### src/rtl/mem_arbiter.sv
// Purpose : shares one synchronous memory port between a VGA scanout master
//           (absolute priority, zero added latency) and two generic requesters
//           (CPU, DMA) served round-robin through an IDLE -> ISSUE -> ACK FSM.
// Latency : generic req-to-ack 2 cycles minimum, one generic access per 3
//           cycles; VGA cs/addr reach memory combinationally.
// Backpressure: requesters hold req until their one-cycle ack; VGA may claim
//           the next cycle (i_vga_access) or steal an ISSUE cycle (i_vga_cs),
//           in which case the generic access is dropped and retried.
//
// Ports:
//   i_clk, i_reset                       clock, async active-high reset
//   i_vga_addr/i_vga_cs/i_vga_access     VGA master (read only)
//   o_vga_dat                            VGA read data (= i_mem_dat)
//   i_{cpu,dma}_req/addr/dat/we          generic requester request bundle
//   o_{cpu,dma}_ack/dat                  completion pulse and read data
//   o_mem_addr/dat/we/cs, i_mem_dat      memory port
//   o_conflict                           sticky VGA-vs-generic collision flag

module mem_arbiter (
    input  logic        i_clk,
    input  logic        i_reset,

    input  logic [15:0] i_vga_addr,
    input  logic        i_vga_cs,
    input  logic        i_vga_access,
    output logic [7:0]  o_vga_dat,

    input  logic        i_cpu_req,
    input  logic [15:0] i_cpu_addr,
    input  logic [7:0]  i_cpu_dat,
    input  logic        i_cpu_we,
    output logic        o_cpu_ack,
    output logic [7:0]  o_cpu_dat,

    input  logic        i_dma_req,
    input  logic [15:0] i_dma_addr,
    input  logic [7:0]  i_dma_dat,
    input  logic        i_dma_we,
    output logic        o_dma_ack,
    output logic [7:0]  o_dma_dat,

    output logic [15:0] o_mem_addr,
    output logic [7:0]  o_mem_dat,
    output logic        o_mem_we,
    output logic        o_mem_cs,
    input  logic [7:0]  i_mem_dat,

    output logic        o_conflict
);

    typedef enum logic [1:0] {
        ST_IDLE  = 2'd0,
        ST_ISSUE = 2'd1,
        ST_ACK   = 2'd2
    } state_e;

    // Requester identity, used for the grant owner and the round-robin pointer.
    localparam logic SEL_CPU = 1'b0;
    localparam logic SEL_DMA = 1'b1;

    state_e      state_q,    state_d;
    logic        owner_q,    owner_d;
    logic [15:0] addr_q,     addr_d;
    logic [7:0]  dat_q,      dat_d;
    logic        we_q,       we_d;
    logic        ptr_q,      ptr_d;
    logic        reserved_q, reserved_d;
    logic        conflict_q, conflict_d;
    logic        cpu_ack_q,  cpu_ack_d;
    logic        dma_ack_q,  dma_ack_d;

    logic        any_req;
    logic        winner;
    logic        vga_yield;
    logic        generic_owns;

    // ------------------------------------------------------------------
    // Winner selection: a lone requester wins outright; when both ask, the
    // round-robin pointer breaks the tie.
    // ------------------------------------------------------------------
    always_comb begin
        any_req = i_cpu_req | i_dma_req;
        winner  = SEL_CPU;
        if (i_cpu_req && i_dma_req) begin
            winner = ptr_q;
        end else if (i_dma_req) begin
            winner = SEL_DMA;
        end
    end

    // VGA takes the port during ISSUE if it drives cs now, or if the cycle was
    // reserved one cycle earlier. The reservation case cannot normally occur
    // because IDLE only issues when i_vga_access is low, but honouring it keeps
    // VGA safe against any path that lands in ISSUE on a reserved cycle.
    assign vga_yield    = i_vga_cs | reserved_q;
    assign generic_owns = (state_q == ST_ISSUE) && !vga_yield;

    // ------------------------------------------------------------------
    // Next-state logic
    // ------------------------------------------------------------------
    always_comb begin
        state_d    = state_q;
        owner_d    = owner_q;
        addr_d     = addr_q;
        dat_d      = dat_q;
        we_d       = we_q;
        ptr_d      = ptr_q;
        conflict_d = conflict_q;
        reserved_d = i_vga_access;
        cpu_ack_d  = 1'b0;
        dma_ack_d  = 1'b0;

        case (state_q)
            ST_IDLE: begin
                if (any_req && !i_vga_access) begin
                    state_d = ST_ISSUE;
                    owner_d = winner;
                    if (winner == SEL_DMA) begin
                        addr_d = i_dma_addr;
                        dat_d  = i_dma_dat;
                        we_d   = i_dma_we;
                    end else begin
                        addr_d = i_cpu_addr;
                        dat_d  = i_cpu_dat;
                        we_d   = i_cpu_we;
                    end
                end
            end

            ST_ISSUE: begin
                if (vga_yield) begin
                    // Access lost to VGA: no ack, pointer untouched so the
                    // same requester wins the retry.
                    state_d = ST_IDLE;
                end else begin
                    state_d   = ST_ACK;
                    cpu_ack_d = (owner_q == SEL_CPU);
                    dma_ack_d = (owner_q == SEL_DMA);
                end
                if (i_vga_cs) begin
                    conflict_d = 1'b1;
                end
            end

            ST_ACK: begin
                state_d = ST_IDLE;
                // Point away from the requester just served.
                ptr_d   = ~owner_q;
            end

            default: begin
                state_d = ST_IDLE;
            end
        endcase
    end

    // ------------------------------------------------------------------
    // State registers
    // ------------------------------------------------------------------
    always_ff @(posedge i_clk or posedge i_reset) begin
        if (i_reset) begin
            state_q    <= ST_IDLE;
            owner_q    <= SEL_CPU;
            addr_q     <= 16'h0000;
            dat_q      <= 8'h00;
            we_q       <= 1'b0;
            ptr_q      <= SEL_CPU;
            reserved_q <= 1'b0;
            conflict_q <= 1'b0;
            cpu_ack_q  <= 1'b0;
            dma_ack_q  <= 1'b0;
        end else begin
            state_q    <= state_d;
            owner_q    <= owner_d;
            addr_q     <= addr_d;
            dat_q      <= dat_d;
            we_q       <= we_d;
            ptr_q      <= ptr_d;
            reserved_q <= reserved_d;
            conflict_q <= conflict_d;
            cpu_ack_q  <= cpu_ack_d;
            dma_ack_q  <= dma_ack_d;
        end
    end

    // ------------------------------------------------------------------
    // Memory port mux: the generic latch drives memory only in an ISSUE
    // cycle that VGA did not take; otherwise VGA passes straight through.
    // ------------------------------------------------------------------
    always_comb begin
        if (generic_owns) begin
            o_mem_cs   = 1'b1;
            o_mem_addr = addr_q;
            o_mem_dat  = dat_q;
            o_mem_we   = we_q;
        end else begin
            o_mem_cs   = i_vga_cs;
            o_mem_addr = i_vga_addr;
            o_mem_dat  = 8'h00;
            o_mem_we   = 1'b0;
        end
    end

    // Read data: memory returns data the cycle after cs, which is the ACK
    // cycle for generic accesses and needs no extra staging.
    assign o_vga_dat  = i_mem_dat;
    assign o_cpu_ack  = cpu_ack_q;
    assign o_dma_ack  = dma_ack_q;
    assign o_cpu_dat  = cpu_ack_q ? i_mem_dat : 8'h00;
    assign o_dma_dat  = dma_ack_q ? i_mem_dat : 8'h00;
    assign o_conflict = conflict_q;

endmodule
### config.mk
export PLATFORM = sky130hd
export DESIGN_NAME = mem_arbiter
export DESIGN_NICKNAME = d
export VERILOG_FILES = /design/src/rtl/mem_arbiter.sv
export SDC_FILE = /design/constraint.sdc
export NUM_CORES = 1
export LEC_CHECK = 0
export CAP_MARGIN = 20
export CORE_MARGIN = 2
export CORE_UTILIZATION = 32
export CTS_CLUSTER_SIZE = 25
export DETAILED_ROUTE_END_ITERATION = 12
export HOLD_SLACK_MARGIN = 0.05
export PLACE_DENSITY_LB_ADDON = 0.25
export SYNTH_ARGS = -nofsm -noshare
export SYNTH_HDL_FRONTEND = slang
export SYNTH_SLANG_ARGS = --single-unit
### constraint.sdc
create_clock -name i_clk -period 1.5 [get_ports i_clk]
set_clock_uncertainty 0.05 [all_clocks]
set_input_delay 0.225 -clock i_clk [delete_from_list [all_inputs] [get_ports i_clk]]
set_output_delay 0.225 -clock i_clk [all_outputs]
set_load 0.005 [all_outputs]
==> flow_summary.toml <==
[logic_synthesis]
async_flop_share_pct = 100
netlist_top_cells_area = "dfrtp_1 44%, a2bb2oi_1 12%, o32ai_1 12%"
synthCells = 165
syn_area_per_cell_um2 = 11.4
synth_area_leader_cell = "dfrtp_1"
yosysSeqAreaShare_pct = 43.8
synth_seq_cells = 33
synth_ff_type = "dfrtp_1"
synth_fp_nets = 245
syn_area_mm2 = 0.00188
synth_edf_count = 0
ys_types = 22
yosys.area.top_type_share_pct = 43.8
yosysWarnings = 0

[placed_design]
dp_hpwl_um = 4470
routabilityCongestion = 0.703
portBuffers = 132
placedCellCount = 364

[floorplan]
core_area_mm2 = 0.00561
rows = 27
die_area_mm2 = 0.00652
die_w_um = 80.7
start_util_pct = 33.6
die_h_um = 80.7
io_pins = 133

[critical_path]
required_ns = 1.22
start_kind = "flip-flop"
critPathMaxFanout = 12
crit_chain = "nand2b_4 -> nor3_4 -> buf_6 -> mux2_2 -> clkdlybuf4s15_1"
critPathMaxStageDelay_ns = 0.38
crit_slowest_cell = "dfrtp_1"
critical_path_class = "reg -> out"
end_kind = "output pin"
cp.arrival_ns = 1.73

[detailed_routing]
drt-initial-drc-count = 57
drtPass1Iterations = 3
drc_errors = 0
wl_per_cell_um = 16.9
ant_nets = 0
via_count = 1984
postRouteWirelength_um = 6570
vias_per_cell = 5.10

[sta]
slew_headroom_pct = 77.1
hold_viol = 0
post-route-period-util_pct = 134
rsz0062_at_grt = "yes"
finalSetupViolations = 48
fin_crit_ns = 2.01
layout_setup_ws_ns = -0.507
finalSetupTns_ns = -11.40
fmax_ghz = 0.498
tightest_slew_ns = 0.343
slew_viol_final = 0

[power]
leakage_uw = 0.00155
ir_drop_v = 0.000506
power.density_mw_per_mm2 = 778

[clocking]
hold_buffers = 0
clkTransAtPathRegs_ns = 0.07
h-tree-depth = 2
cts_tree = "done"
numCtsBuffers = 5
clkLatencyLatePin_ns = 0.28
clockBufferDepth = 2
ctsRootBufferMaster = "clkbuf_8"
cts.sinks = 33

[grt]
grt_max_degree = 26
overflow = 0
track_usage_pct = 19.5
antenna_found_initial = 0
grt_pass1_wl_um = 9840
first_global_vias = 2026

[hold_path]
hp-class = "in -> async"

[layout]
fillers = 480
antenna_cells = 0
syn_to_final_growth_pct = 94.6
drive_gt1_share_pct = 32.5
layoutNonFillerInstCount = 389
nNetsFinal = 397

[run]
drv_cap = 0

[status]
status = "finished, violations left"
failed_checks = "negative setup slack"
## cells by family (layout without fill, tap and decap cells)
family / Yosys count / count (layout) / share of synthesized area, %
AO/OA/AOI/OAI: 55 / 55 / 25.1
flip-flops: 33 / 33 / 43.8
multiplexers: 17 / 17 / 10.2
buffers and inverters: 26 / 178 / 8.43
AND/OR/NAND/NOR: 34 / 34 / 12.5
## layer usage
metal / track usage (%) / vias to the layer above / share of wire, %
met1: 22.4 / 966 / 40
met5: 0 / - / 0
li1: - / 926 / -
met3: 6.11 / 6 / 9.4
met2: 35.7 / 86 / 50
met4: 4.24 / 0 / 0.73
## synthesized netlist by cell type, drive strengths merged, types with 2 or more instances
library cell / count
a2bb2oi: 25
and2: 26
buf: 16
clkbuf: 7
dfrtp: 33
inv: 2
mux2: 17
nand2b: 2
nor3: 2
o21ai: 2
o32ai: 25
## registers in the layout (all words and copies together), names as in the netlist
| signal | count |
|---|---|
| dat_q | 8 |
| we_q | 1 |
| o_conflict | 1 |
| o_cpu_ack | 1 |
| state_q | 2 |
| ptr_q | 1 |
| o_dma_ack | 1 |
| owner_q | 1 |
| reserved_q | 1 |
| addr_q | 16 |
## power breakdown
group          switching (uW)  total [uW]  internal [uW]
combinational             367         999            632
clock                     309         673            364
sequential                120        1180           1060
## metrics by stage
stage               setup slack (ns)  cell area [um^2]  power (uW)  utilization [%]  hold WS (ns)
finish                        -0.507              3670        2850             65.4         0.235
global route                  -0.569              3670        2990             65.4         0.251
CTS                           -0.590              3520        2780             62.8         0.235
detailed placement            -0.689              3300        2090             58.8         0.424
global placement              -0.667              3300        2080             58.8         0.422
floorplan                     -0.147              1880        1610                -         0.206
## what timing repair did
item / CTS / global route
gates cloned: 1 / 1
buffers inserted: 13 / 7
pin swaps: 7 / 2
endpoints found under the hold margin: 0 / 0
endpoints found under the setup margin: 52 / 65
gates resized for setup: 136 / 58
## critical path: cells and delay by family, from the launching register on
kind	cells	cell delay, ns
buf+inv	2	0.40
flops	1	0.38
simple gates	2	0.32
mux	1	0.34
## final timing paths
kind                                        start                     end  slack, ns  depth (start not counted)
max                        state_q[1]$_DFFE_PP0P_          o_mem_addr[13]      -0.51                          5
min                                       i_reset  state_q[0]$_DFFE_PP0P_       0.24                          3
max reg2reg                state_q[0]$_DFFE_PP0P_   addr_q[7]$_DFFE_PP0P_      -0.08                          6
min reg2reg                o_conflict$_DFFE_PP0P_  o_conflict$_DFFE_PP0P_       0.44                          1
max in group asynchronous                 i_reset    dat_q[1]$_DFFE_PP0P_       0.94                          3
min in group i_clk                   i_vga_access    reserved_q$_DFF_PP0_       0.43                          1
## cells in the final DEF (no fill, tap or decap), types with 10 or more instances in the layout
cell,Yosys,routed
and2_4,0,10
buf_4,9,18
a2bb2oi_1,25,19
and2_1,26,16
dlygate4sd2_1,0,13
clkdlybuf4s50_1,0,80
clkdlybuf4s15_1,0,19
o32ai_1,25,24
mux2_2,17,11
buf_6,3,27
dfrtp_1,33,32
## cell type report
type / count / area (um^2) / share of cell area [%]
clock buffer: 7 / 86.3 / 2.35
inverter: 3 / 11.3 / 0.307
multi-input combinational: 106 / 1010 / 27.5
sequential: 33 / 827 / 22.6
tap: 72 / 90.1 / 2.46
timing repair buffer: 168 / 1640 / 44.8
Power figures use the tool's default switching activity.
